<file path="config.mk">
export PLATFORM = sky130hd
export DESIGN_NAME = key_conditioner
export DESIGN_NICKNAME = d
export VERILOG_FILES = /design/src/rtl/key_pkg.sv /design/src/rtl/key_debounce_fsm.sv /design/src/rtl/key_conditioner.sv
export SDC_FILE = /design/constraint.sdc
export NUM_CORES = 1
export LEC_CHECK = 0
export ABC_AREA = 1
export CORE_MARGIN = 2
export CORE_UTILIZATION = 66
export CTS_CLUSTER_SIZE = 20
export DETAILED_ROUTE_END_ITERATION = 8
export MAX_ROUTING_LAYER = met4
export PLACE_DENSITY = 0.84
export REMOVE_ABC_BUFFERS = 1
export SLEW_MARGIN = 5
export SYNTH_ARGS = -nofsm -noshare
export SYNTH_HDL_FRONTEND = slang
export SYNTH_SLANG_ARGS = --single-unit
</file>
<file path="constraint.sdc">
create_clock -name clock -period 2.65 [get_ports clock]
set_input_delay 0.265 -clock clock [delete_from_list [all_inputs] [get_ports clock]]
set_output_delay 0.265 -clock clock [all_outputs]
set_load 0.01 [all_outputs]
</file>
<file path="src/rtl/key_pkg.sv">
// key_pkg: shared state encoding and default 25 MHz timing for the key conditioner.
package key_pkg;

    typedef enum logic [1:0] {
        IDLE         = 2'b00,
        PRESS_WAIT   = 2'b01,
        PRESSED      = 2'b10,
        RELEASE_WAIT = 2'b11
    } key_state_t;

    localparam int unsigned DEFAULT_NUM_KEYS        = 4;
    localparam int unsigned DEFAULT_DEBOUNCE_CYCLES = 250000;    // 10 ms at 25 MHz
    localparam int unsigned DEFAULT_STEP_KEY        = 1;
    localparam int unsigned DEFAULT_REPEAT_DELAY    = 12500000;  // 500 ms at 25 MHz
    localparam int unsigned DEFAULT_REPEAT_PERIOD   = 2500000;   // 100 ms at 25 MHz

endpackage

</file>
<file path="src/rtl/key_debounce_fsm.sv">
// key_debounce_fsm: one key channel -- 2-flop synchronizer, debounce FSM with
// a stability counter, registered press/release pulses and the debounced level.
// press_next is the value key_press will take at the next edge, so the top can
// register a step pulse aligned with key_press. level_next exists only when
// KEY_AUTOREPEAT_EN is defined.
module key_debounce_fsm
    import key_pkg::*;
#(
    parameter int unsigned DEBOUNCE_CYCLES = DEFAULT_DEBOUNCE_CYCLES
) (
    input  logic clock,
    input  logic reset,
    input  logic key_n,
    output logic key_level,
    output logic key_press,
    output logic key_release,
`ifdef KEY_AUTOREPEAT_EN
    output logic level_next,
`endif
    output logic press_next
);

    localparam int unsigned     CNT_W    = $clog2(DEBOUNCE_CYCLES);
    localparam logic [CNT_W-1:0] CNT_LAST = CNT_W'(DEBOUNCE_CYCLES - 1);

    logic             sync_meta;
    logic             sync_n;
    key_state_t       state_q;
    key_state_t       state_d;
    logic [CNT_W-1:0] cnt_q;
    logic [CNT_W-1:0] cnt_d;
    logic             press_d;
    logic             release_d;

    // Bring the asynchronous pin into the clock domain; idle value is released.
    always_ff @(posedge clock or negedge reset) begin
        if (!reset) begin
            sync_meta <= 1'b1;
            sync_n    <= 1'b1;
        end else begin
            sync_meta <= key_n;
            sync_n    <= sync_meta;
        end
    end

    // State, stability counter and output pulse registers.
    always_ff @(posedge clock or negedge reset) begin
        if (!reset) begin
            state_q     <= IDLE;
            cnt_q       <= '0;
            key_press   <= 1'b0;
            key_release <= 1'b0;
        end else begin
            state_q     <= state_d;
            cnt_q       <= cnt_d;
            key_press   <= press_d;
            key_release <= release_d;
        end
    end

    // Next state: a change is only accepted after the synchronized pin has held
    // its new value long enough; any reversal during the wait is a bounce.
    always_comb begin
        state_d   = state_q;
        cnt_d     = cnt_q;
        press_d   = 1'b0;
        release_d = 1'b0;
        case (state_q)
            IDLE: begin
                if (!sync_n) begin
                    state_d = PRESS_WAIT;
                    cnt_d   = '0;
                end
            end
            PRESS_WAIT: begin
                if (sync_n) begin
                    state_d = IDLE;
                    cnt_d   = '0;
                end else if (cnt_q == CNT_LAST) begin
                    state_d = PRESSED;
                    cnt_d   = '0;
                    press_d = 1'b1;
                end else begin
                    cnt_d = cnt_q + CNT_W'(1);
                end
            end
            PRESSED: begin
                if (sync_n) begin
                    state_d = RELEASE_WAIT;
                    cnt_d   = '0;
                end
            end
            RELEASE_WAIT: begin
                if (!sync_n) begin
                    state_d = PRESSED;
                    cnt_d   = '0;
                end else if (cnt_q == CNT_LAST) begin
                    state_d   = IDLE;
                    cnt_d     = '0;
                    release_d = 1'b1;
                end else begin
                    cnt_d = cnt_q + CNT_W'(1);
                end
            end
            default: begin
                state_d = IDLE;
                cnt_d   = '0;
            end
        endcase
    end

    assign key_level  = (state_q == PRESSED) || (state_q == RELEASE_WAIT);
    assign press_next = press_d;

`ifdef KEY_AUTOREPEAT_EN
    assign level_next = (state_d == PRESSED) || (state_d == RELEASE_WAIT);
`endif

endmodule

</file>
<file path="src/rtl/key_conditioner.sv">
// key_conditioner: debounces NUM_KEYS active-low push-buttons into active-high
// levels and one-cycle press/release pulses, and derives a single-step enable
// from STEP_KEY. Define KEY_AUTOREPEAT_EN to make a held STEP_KEY repeat the
// step pulse after REPEAT_DELAY cycles and then every REPEAT_PERIOD cycles.
module key_conditioner
    import key_pkg::*;
#(
    parameter int unsigned NUM_KEYS        = DEFAULT_NUM_KEYS,
    parameter int unsigned DEBOUNCE_CYCLES = DEFAULT_DEBOUNCE_CYCLES,
    parameter int unsigned STEP_KEY        = DEFAULT_STEP_KEY,
    parameter int unsigned REPEAT_DELAY    = DEFAULT_REPEAT_DELAY,
    parameter int unsigned REPEAT_PERIOD   = DEFAULT_REPEAT_PERIOD
) (
    input  logic                clock,
    input  logic                reset,
    input  logic [NUM_KEYS-1:0] key_n,
    output logic [NUM_KEYS-1:0] key_level,
    output logic [NUM_KEYS-1:0] key_press,
    output logic [NUM_KEYS-1:0] key_release,
    output logic                step_pulse
);

    localparam logic [NUM_KEYS-1:0] STEP_MASK = NUM_KEYS'(1) << STEP_KEY;

    if (DEBOUNCE_CYCLES < 2 || STEP_KEY >= NUM_KEYS ||
        REPEAT_DELAY < 1 || REPEAT_PERIOD < 1) begin : g_bad_params
        $error("key_conditioner: parameter out of range");
    end

    logic [NUM_KEYS-1:0] press_next;
    logic                step_press_next;

`ifdef KEY_AUTOREPEAT_EN
    logic [NUM_KEYS-1:0] level_next;
`endif

    for (genvar i = 0; i < NUM_KEYS; i++) begin : g_key
        key_debounce_fsm #(
            .DEBOUNCE_CYCLES(DEBOUNCE_CYCLES)
        ) u_fsm (
            .clock      (clock),
            .reset      (reset),
            .key_n      (key_n[i]),
            .key_level  (key_level[i]),
            .key_press  (key_press[i]),
            .key_release(key_release[i]),
`ifdef KEY_AUTOREPEAT_EN
            .level_next (level_next[i]),
`endif
            .press_next (press_next[i])
        );
    end

    assign step_press_next = |(press_next & STEP_MASK);

`ifdef KEY_AUTOREPEAT_EN
    localparam int unsigned RPT_SPAN = (REPEAT_DELAY > REPEAT_PERIOD) ? REPEAT_DELAY : REPEAT_PERIOD;
    localparam int unsigned RPT_W    = (RPT_SPAN > 1) ? $clog2(RPT_SPAN) : 1;
    localparam logic [RPT_W-1:0] RPT_DELAY_LAST  = RPT_W'(REPEAT_DELAY - 1);
    localparam logic [RPT_W-1:0] RPT_PERIOD_LAST = RPT_W'(REPEAT_PERIOD - 1);

    logic             step_held_now;
    logic             step_held_next;
    logic             rpt_first;
    logic [RPT_W-1:0] rpt_cnt;
    logic [RPT_W-1:0] rpt_last;

    assign step_held_now  = |(key_level & STEP_MASK);
    assign step_held_next = |(level_next & STEP_MASK);
    assign rpt_last       = rpt_first ? RPT_DELAY_LAST : RPT_PERIOD_LAST;

    // Repeat timer runs only while the step key stays held across the edge, so a
    // repeat can never land on the cycle the key is released.
    always_ff @(posedge clock or negedge reset) begin
        if (!reset) begin
            rpt_cnt    <= '0;
            rpt_first  <= 1'b1;
            step_pulse <= 1'b0;
        end else if (!(step_held_now && step_held_next)) begin
            rpt_cnt    <= '0;
            rpt_first  <= 1'b1;
            step_pulse <= step_press_next;
        end else if (rpt_cnt == rpt_last) begin
            rpt_cnt    <= '0;
            rpt_first  <= 1'b0;
            step_pulse <= 1'b1;
        end else begin
            rpt_cnt    <= rpt_cnt + RPT_W'(1);
            step_pulse <= 1'b0;
        end
    end
`else
    // Step enable registered alongside key_press so both rise in the same cycle.
    always_ff @(posedge clock or negedge reset) begin
        if (!reset) begin
            step_pulse <= 1'b0;
        end else begin
            step_pulse <= step_press_next;
        end
    end
`endif

endmodule

</file>
==> flow_summary_export.csv, run 1 <==
group,metric,value,unit
flow_run,drv_cap,0,
cts,cts.repair.resized,0,
timing,tightest_slew,396.2,ps
synth,synth_xor_area_frac,0.04244,
route,ant_nets,0,
setup_path,critPathKind,"reg2reg",
global_route,grt_pass1_wl,19.54,mm
layout,drive_gt1_frac,0.08311,
route,dr.pass1.iters,4,
synth,ys_types,30,
power_and_ir_drop,pwr-share-seq,0.514,
global_route,grtUsageTotal,0.2844,
global_route,grtUsageMet1,0.3781,
floorplanning,die_h,94.16,um
setup_path,cp_top_family,"flip-flops",
layout,final_common_cell,"nand2_1",
setup_path,cpPeakStageDelay,570,ps
cts,cts_sinks,96,
power_and_ir_drop,pwr-share-clk,0.308,
timing,fmax,578.1,MHz
global_route,busiest_layer,"met2",
place,dp_hpwl,8.336,mm
setup_path,critical-path-slowest-cell,"dfstp_2",
power_and_ir_drop,comb_power_share,0.178,
run_status,status,"completed",
setup_path,worstPathRequired,2900,ps
global_route,globalRouteOverflowTotal,0,
setup_path,path_buf_inv,2,
timing,drv_slew,0,
setup_path,worstPathCellList,"inv_1 > nand2_1 > nand3_2 > inv_1 > nor2_1 > xnor2_1 > nor2_1",
setup_path,end_kind,"flop",
layout,layout.nets,751,
route,drc,0,
power_and_ir_drop,power.leakage,2.697,nW
global_route,grt_max_degree,53,
cts,clockBufferDepth,2,
timing,setup_viol,0,
synth,synthAdderAreaFrac,0.009328,
floorplanning,coreArea,7807,um^2
place,post-place-ws,1002,ps
synth,synth.ff_latch_count,96,
power_and_ir_drop,p_int,0.002152,W
layout,stdcell_area,5773,um^2
synth,async_flop_share,1.000,
layout,n_antenna_cell,0,
global_route,globalRouteMet3Util,0.04334,
synth,synth_area_per_cell,7.360,um^2
synth,synth_edf_count,0,
route,viasPerCell,5.471,
power_and_ir_drop,vdd_drop_max,404.3,uV
synth,synth-main-ff-cell,"dfrtp_1",
floorplanning,start_util,0.6872,
synth,yosysSeqAreaShare,0.4496,
cts,cts_tree,"built",
timing,worst_slack,920.2,ps
place,place_area,5560,um^2
synth,synth_top_family_by_area,"simple AND/OR/NAND/NOR gates",
layout,final_cell_mix,"nand2_1, nor2_1, inv_1, dfrtp_1, nand3_1",
place,io_buffers,18,
setup_path,crit_fanout,12,
timing,finClkSkew,12.00,ps
power_and_ir_drop,netSwitchingFraction,0.3264,
cts,root_buffer,"clkbuf_8",
route,wire_per_inst,13.28,um
timing,max_slew_margin,0.7338,
power_and_ir_drop,power_density,553.5,nW/um^2
floorplanning,rows,32,
cts,clock_latency,370,ps
power_and_ir_drop,switchingPower,0.001043,W
floorplanning,die_x,94.16,um
setup_path,start_kind,"flop",
global_route,antenna_found_initial,0,
route,first_iter_violations,262,
synth,netlist_area,5365,um^2
place,gp_congestion,0.9781,
global_route,grt_util_met2,0.4548,
synth,synth_compound_area_frac,0.03988,
min_path,hp-class,"in2async",
timing,fin_crit_sh,0.6528,
floorplanning,die_area,8866,um^2
route,wl,11.26,mm
synth,yosys-mux-area-fraction,0,
layout,n_fill_cell,607,
route,via_count,4639,
timing,hold_viol,0,
floorplanning,ios,19,
cts,cts_max_level,3,
timing,setup_tns,0,ps
cts,cts_inserted_buffers,9,
synth,yosysWarningCount,0,
synth,synthCells,729,
cts,clk_pin_slew,100,ps
global_route,grt_pass1_vias,4424,
layout,area_growth,7.603,%
timing,rsz0062_at_grt,"no",
setup_path,cp.arrival,1980,ps
synth,synthSimpleGateAreaFrac,0.3617,
timing,period_minus_slack,1730,ps
==> cell families (layout without fill, tap and decap cells) <==
| kind of cell | count (synthesis) | count (layout) |
|---|---|---|
| simple gates | 441 | 441 |
| compound gates | 40 | 40 |
| xor+xnor | 26 | 26 |
| fa+ha+maj | 4 | 4 |
| buf+inv | 122 | 139 |
| flops | 96 | 96 |
==> area by class of cell <==
class,instances,area [um^2],area share
multi-input combinational,511,2432,0.4213
sequential,96,2412,0.4179
clock inverter,7,78.83,0.01365
tap,102,127.6,0.02211
inverter,102,382.9,0.06632
timing repair buffer,21,215.2,0.03728
clock buffer,9,123.9,0.02146
==> Yosys cell counts (7+ instances only) <==
cell     count  share of area
nor2_2       7         0.0082
nor3_1      16          0.015
inv_2        9         0.0063
nor2_1     116          0.081
nand2_2      9          0.010
dfstp_2      8          0.039
a21oi_1     18          0.017
buf_4       12          0.017
xor2_1      20          0.033
o21ai_0     13          0.012
nand2_1    191           0.13
dfrtp_1     88           0.41
inv_1       93          0.065
nand3_1     64          0.060
nand4_1     23          0.027
==> worst paths after layout <==
path	from	to	slack (ps)	cells past startpoint
worst min-delay path	reset	g_key[0].u_fsm.cnt_q[10]	280	2
max in group asynchronous	reset	g_key[0].u_fsm.sync_meta	1690	3
worst max register to register	g_key[2].u_fsm.sync_n	g_key[2].u_fsm.cnt_q[7]	920	7
worst min register to register	g_key[0].u_fsm.sync_meta	g_key[0].u_fsm.sync_n	360	0
min in group clock	key_n[0]	g_key[0].u_fsm.sync_meta	290	1
worst max-delay path	g_key[2].u_fsm.sync_n	g_key[2].u_fsm.cnt_q[7]	920	7
==> registers in the layout (all words and copies together) (netlist names), named ones only <==
name and cells:
g_key.u_fsm.cnt_q 72, g_key.u_fsm.key_press 4, g_key.u_fsm.key_release 4, g_key.u_fsm.state_q 4, g_key.u_fsm.sync_meta 4, g_key.u_fsm.sync_n 4
==> metal layers <==
metal | vias to the layer above | routed length [um]
met4 | 0 | 146
met5 | - | 0
met1 | 2185 | 5081
li1 | 2307 | -
met3 | 15 | 545
met2 | 132 | 5487
==> worst reg2reg max path, delay by kind of cell (launching register included) <==
kind                   cells  cell delay (ps)
XOR/XNOR                   1              190
buffers and inverters      2              330
flip-flops                 1              570
AND/OR/NAND/NOR            4              540
==> per-stage QoR <==
step                cells  utilization  total power (W)  hold WS, ps
detailed placement    831       0.7122         0.002231        139.6
global route          848       0.7394         0.003364        273.0
global placement      831       0.7122         0.002207        137.5
CTS                   848       0.7394         0.003204        288.5
finish                848       0.7394         0.003195        282.3
floorplan             709            -         0.002042       -30.59
==> power groups by stage <==
stage                     sequential (W)  clock (W)  combinational, W
after floorplan                  0.00166          0          0.000387
after global placement           0.00166          0          0.000544
after detailed placement         0.00167          0          0.000563
after CTS                        0.00164   0.000997          0.000567
after global routing             0.00166    0.00107          0.000636
final                            0.00164   0.000984          0.000568
==> repair_timing <==
action / 4_1_cts / 5_1_grt
buffers inserted: 0 / 0
hold buffers: 1 / 0
hold endpoints to repair: 13 / 0
Note: power is estimated with default switching activity, not from simulation.
==> inputs of run 2 (changes only) <==
--- a/config.mk
+++ b/config.mk
@@ -7,11 +7,11 @@
 export LEC_CHECK = 0
 export ABC_AREA = 1
 export CORE_MARGIN = 2
-export CORE_UTILIZATION = 66
+export CORE_UTILIZATION = 56
 export CTS_CLUSTER_SIZE = 20
 export DETAILED_ROUTE_END_ITERATION = 8
 export MAX_ROUTING_LAYER = met4
-export PLACE_DENSITY = 0.84
+export PLACE_DENSITY = 0.76
 export REMOVE_ABC_BUFFERS = 1
 export SLEW_MARGIN = 5
 export SYNTH_ARGS = -nofsm -noshare
==> constraint.sdc (replaced) <==
create_clock -name clock -period 1.5 [get_ports clock]
set_input_delay 0.15 -clock clock [delete_from_list [all_inputs] [get_ports clock]]
set_output_delay 0.15 -clock clock [all_outputs]
set_load 0.01 [all_outputs]
==> flow_summary_export.csv, run 2 (synthesized netlist as in run 1, its figures left out) <==
group,metric,value,unit
run_status,status,"finished, violations left",
run_status,violations,"setup timing",
setup_path,worstReg2RegEnd,"g_key[0].u_fsm.cnt_q[14]",
timing,period_minus_slack,1521,ps
timing,fmax,657.6,MHz
timing,setup_tns,-20.63,ps
timing,worst_slack,-20.63,ps
timing,drv_slew,0,
setup_path,cp.depth,8,
power_and_ir_drop,vdd_drop_max,787.1,uV
setup_path,end_kind,"flop",
cts,clock_latency,370,ps
timing,rsz0062_at_grt,"yes",
setup_path,worstPathRequired,1800,ps
min_path,min_to,"g_key[1].u_fsm.sync_meta",
place,place_area,5847,um^2
setup_path,critPathKind,"reg2reg",
cts,clockBufferDepth,2,
floorplanning,ios,19,
layout,n_antenna_cell,0,
layout,layout.nets,813,
route,drc,0,
route,wl,12.47,mm
route,wire_per_inst,13.31,um
timing,fin_crit_sh,1.014,
cts,cts_inserted_buffers,9,
floorplanning,start_util,0.5779,
timing,tightest_slew,363.2,ps
power_and_ir_drop,power.leakage,3.067,nW
layout,largest_reg_flops,72,
global_route,grt_max_degree,36,
route,ant_nets,0,
route,first_iter_violations,167,
flow_run,drv_cap,0,
floorplanning,die_area,10380,um^2
timing,setup_viol,1,
min_path,worstHoldPathCells,1,
route,via_count,4918,
place,io_buffers,18,
setup_path,cpPeakStageDelay,580,ps
global_route,antenna_found_initial,0,
setup_path,worstPathCellList,"inv_2 > nand2_4 > nand2_4 > nor2_4 > buf_6 > nor2_1 > xor2_1 > nor2_1",
layout,regArea,2421,um^2
layout,final_cell_mix,"nand2_1, nor2_1, inv_1, dfrtp_1",
layout,largest_register,"g_key.u_fsm.cnt_q",
layout,multi_input_area,2831,um^2
floorplanning,rows,35,
cts,root_buffer,"clkbuf_8",
cts,clk_pin_slew,100,ps
timing,hold_viol,0,
floorplanning,die_h,101.9,um
place,dp_hpwl,8.594,mm
route,viasPerCell,5.249,
timing,finClkSkew,15.66,ps
power_and_ir_drop,power_density,970.8,nW/um^2
layout,stdcell_area,6726,um^2
timing,max_slew_margin,0.7560,
global_route,grtUsageTotal,0.2443,
layout,n_fill_cell,732,
layout,area_growth,25.37,%
cts,cts_max_level,3,
setup_path,r2r_setup_slack,-20,ps
min_path,hp-start,"key_n[1]",
setup_path,start_kind,"flop",
setup_path,path_buf_inv,2,
global_route,globalRouteOverflowTotal,0,
route,dr.pass1.iters,5,
setup_path,critical-path-slowest-cell,"dfstp_2",
setup_path,r2r_cells,8,
floorplanning,die_x,101.9,um
cts,cts_tree,"built",
layout,final_common_cell,"nand2_1",
global_route,grt_pass1_vias,4518,
place,gp_congestion,0.9098,
global_route,grt_pass1_wl,19.66,mm
layout,drive_gt1_frac,0.2463,
setup_path,timing.rr.start,"g_key[0].u_fsm.sync_n",
cts,cts_sinks,96,
floorplanning,coreArea,9284,um^2
setup_path,cp.arrival,1820,ps
setup_path,cp_top_family,"flip-flops",
min_path,hp-class,"in2reg",
setup_path,crit_fanout,5,
## run 2: changes by cell type in the layout (fill, tap and decap cells not counted), sizes merged
cell and change:
buf +60, clkbuf +5, clkdlybuf4s50 -1, clkinvlp -2, dlymetal6s2s +1, inv -3
nand3 +2
## run 2: per-stage QoR
step	util	hold WS (ps)	cells	setup WS, ps	total power, W
6_report	0.7245	193.0	937	-20.63	0.006530
3_5_place_dp	0.6298	60.68	890	-30.45	0.004179
4_1_cts	0.6602	185.9	910	4.163	0.006055
2_1_floorplan	-	-145.6	709	122.5	0.003608
3_3_place_gp	0.6298	56.30	890	15.11	0.004127
5_1_grt	0.7245	180.9	937	-69.02	0.006837
## run 2: timing repair
action,CTS,global route
setup endpoints to repair,29,74
hold buffers,1,0
hold endpoints to repair,76,0
pin swaps,0,47
gates cloned,0,2
resized for setup,10,117
setup buffers,3,25
## run 2: area by class of cell
type / count / area share
clock buffer: 14 / 0.02567
clock inverter: 2 / 0.005766
inverter: 102 / 0.05915
multi-input combinational: 513 / 0.4209
sequential: 96 / 0.3599
tap: 129 / 0.02400
timing repair buffer: 81 / 0.1045
## run 2: worst max-delay path by stage
stage / start / endpoint / slack (ps)
floorplan: g_key[2].u_fsm.cnt_q[0] / g_key[2].u_fsm.cnt_q[14] / 120
CTS: g_key[2].u_fsm.cnt_q[1] / g_key[2].u_fsm.cnt_q[14] / 4
global placement: g_key[2].u_fsm.sync_n / g_key[2].u_fsm.cnt_q[7] / 20
finish: g_key[0].u_fsm.sync_n / g_key[0].u_fsm.cnt_q[14] / -20
global route: g_key[0].u_fsm.sync_n / g_key[0].u_fsm.cnt_q[14] / -70
detailed placement: g_key[1].u_fsm.cnt_q[0] / g_key[1].u_fsm.cnt_q[3] / -30
## run 2: worst register-to-register path, cell delays in order (launching register included)
cell	delay, ps
dfstp_2	580
inv_2	60
nand2_4	90
nand2_4	60
nor2_4	260
buf_6	140
nor2_1	40
xor2_1	130
nor2_1	100
## run 2: per-layer routing
metal / share of wire / vias to the layer above / GRT usage
met3: 0.034 / 18 / 0.02873
met5: 0 / - / -
li1: - / 2436 / -
met1: 0.43 / 2353 / 0.3089
met2: 0.51 / 111 / 0.4084
met4: 0.019 / 0 / 0.08615
## run 2: report_power, final
| part | switching [W] | leakage, nW | internal (W) |
|---|---|---|---|
| logic | 0.00110 | 1.67 | 0.000726 |
| registers | 0.000149 | 1.29 | 0.00274 |
| clock network | 0.000897 | 0.107 | 0.000914 |
| total | 0.00215 | 3.07 | 0.00438 |
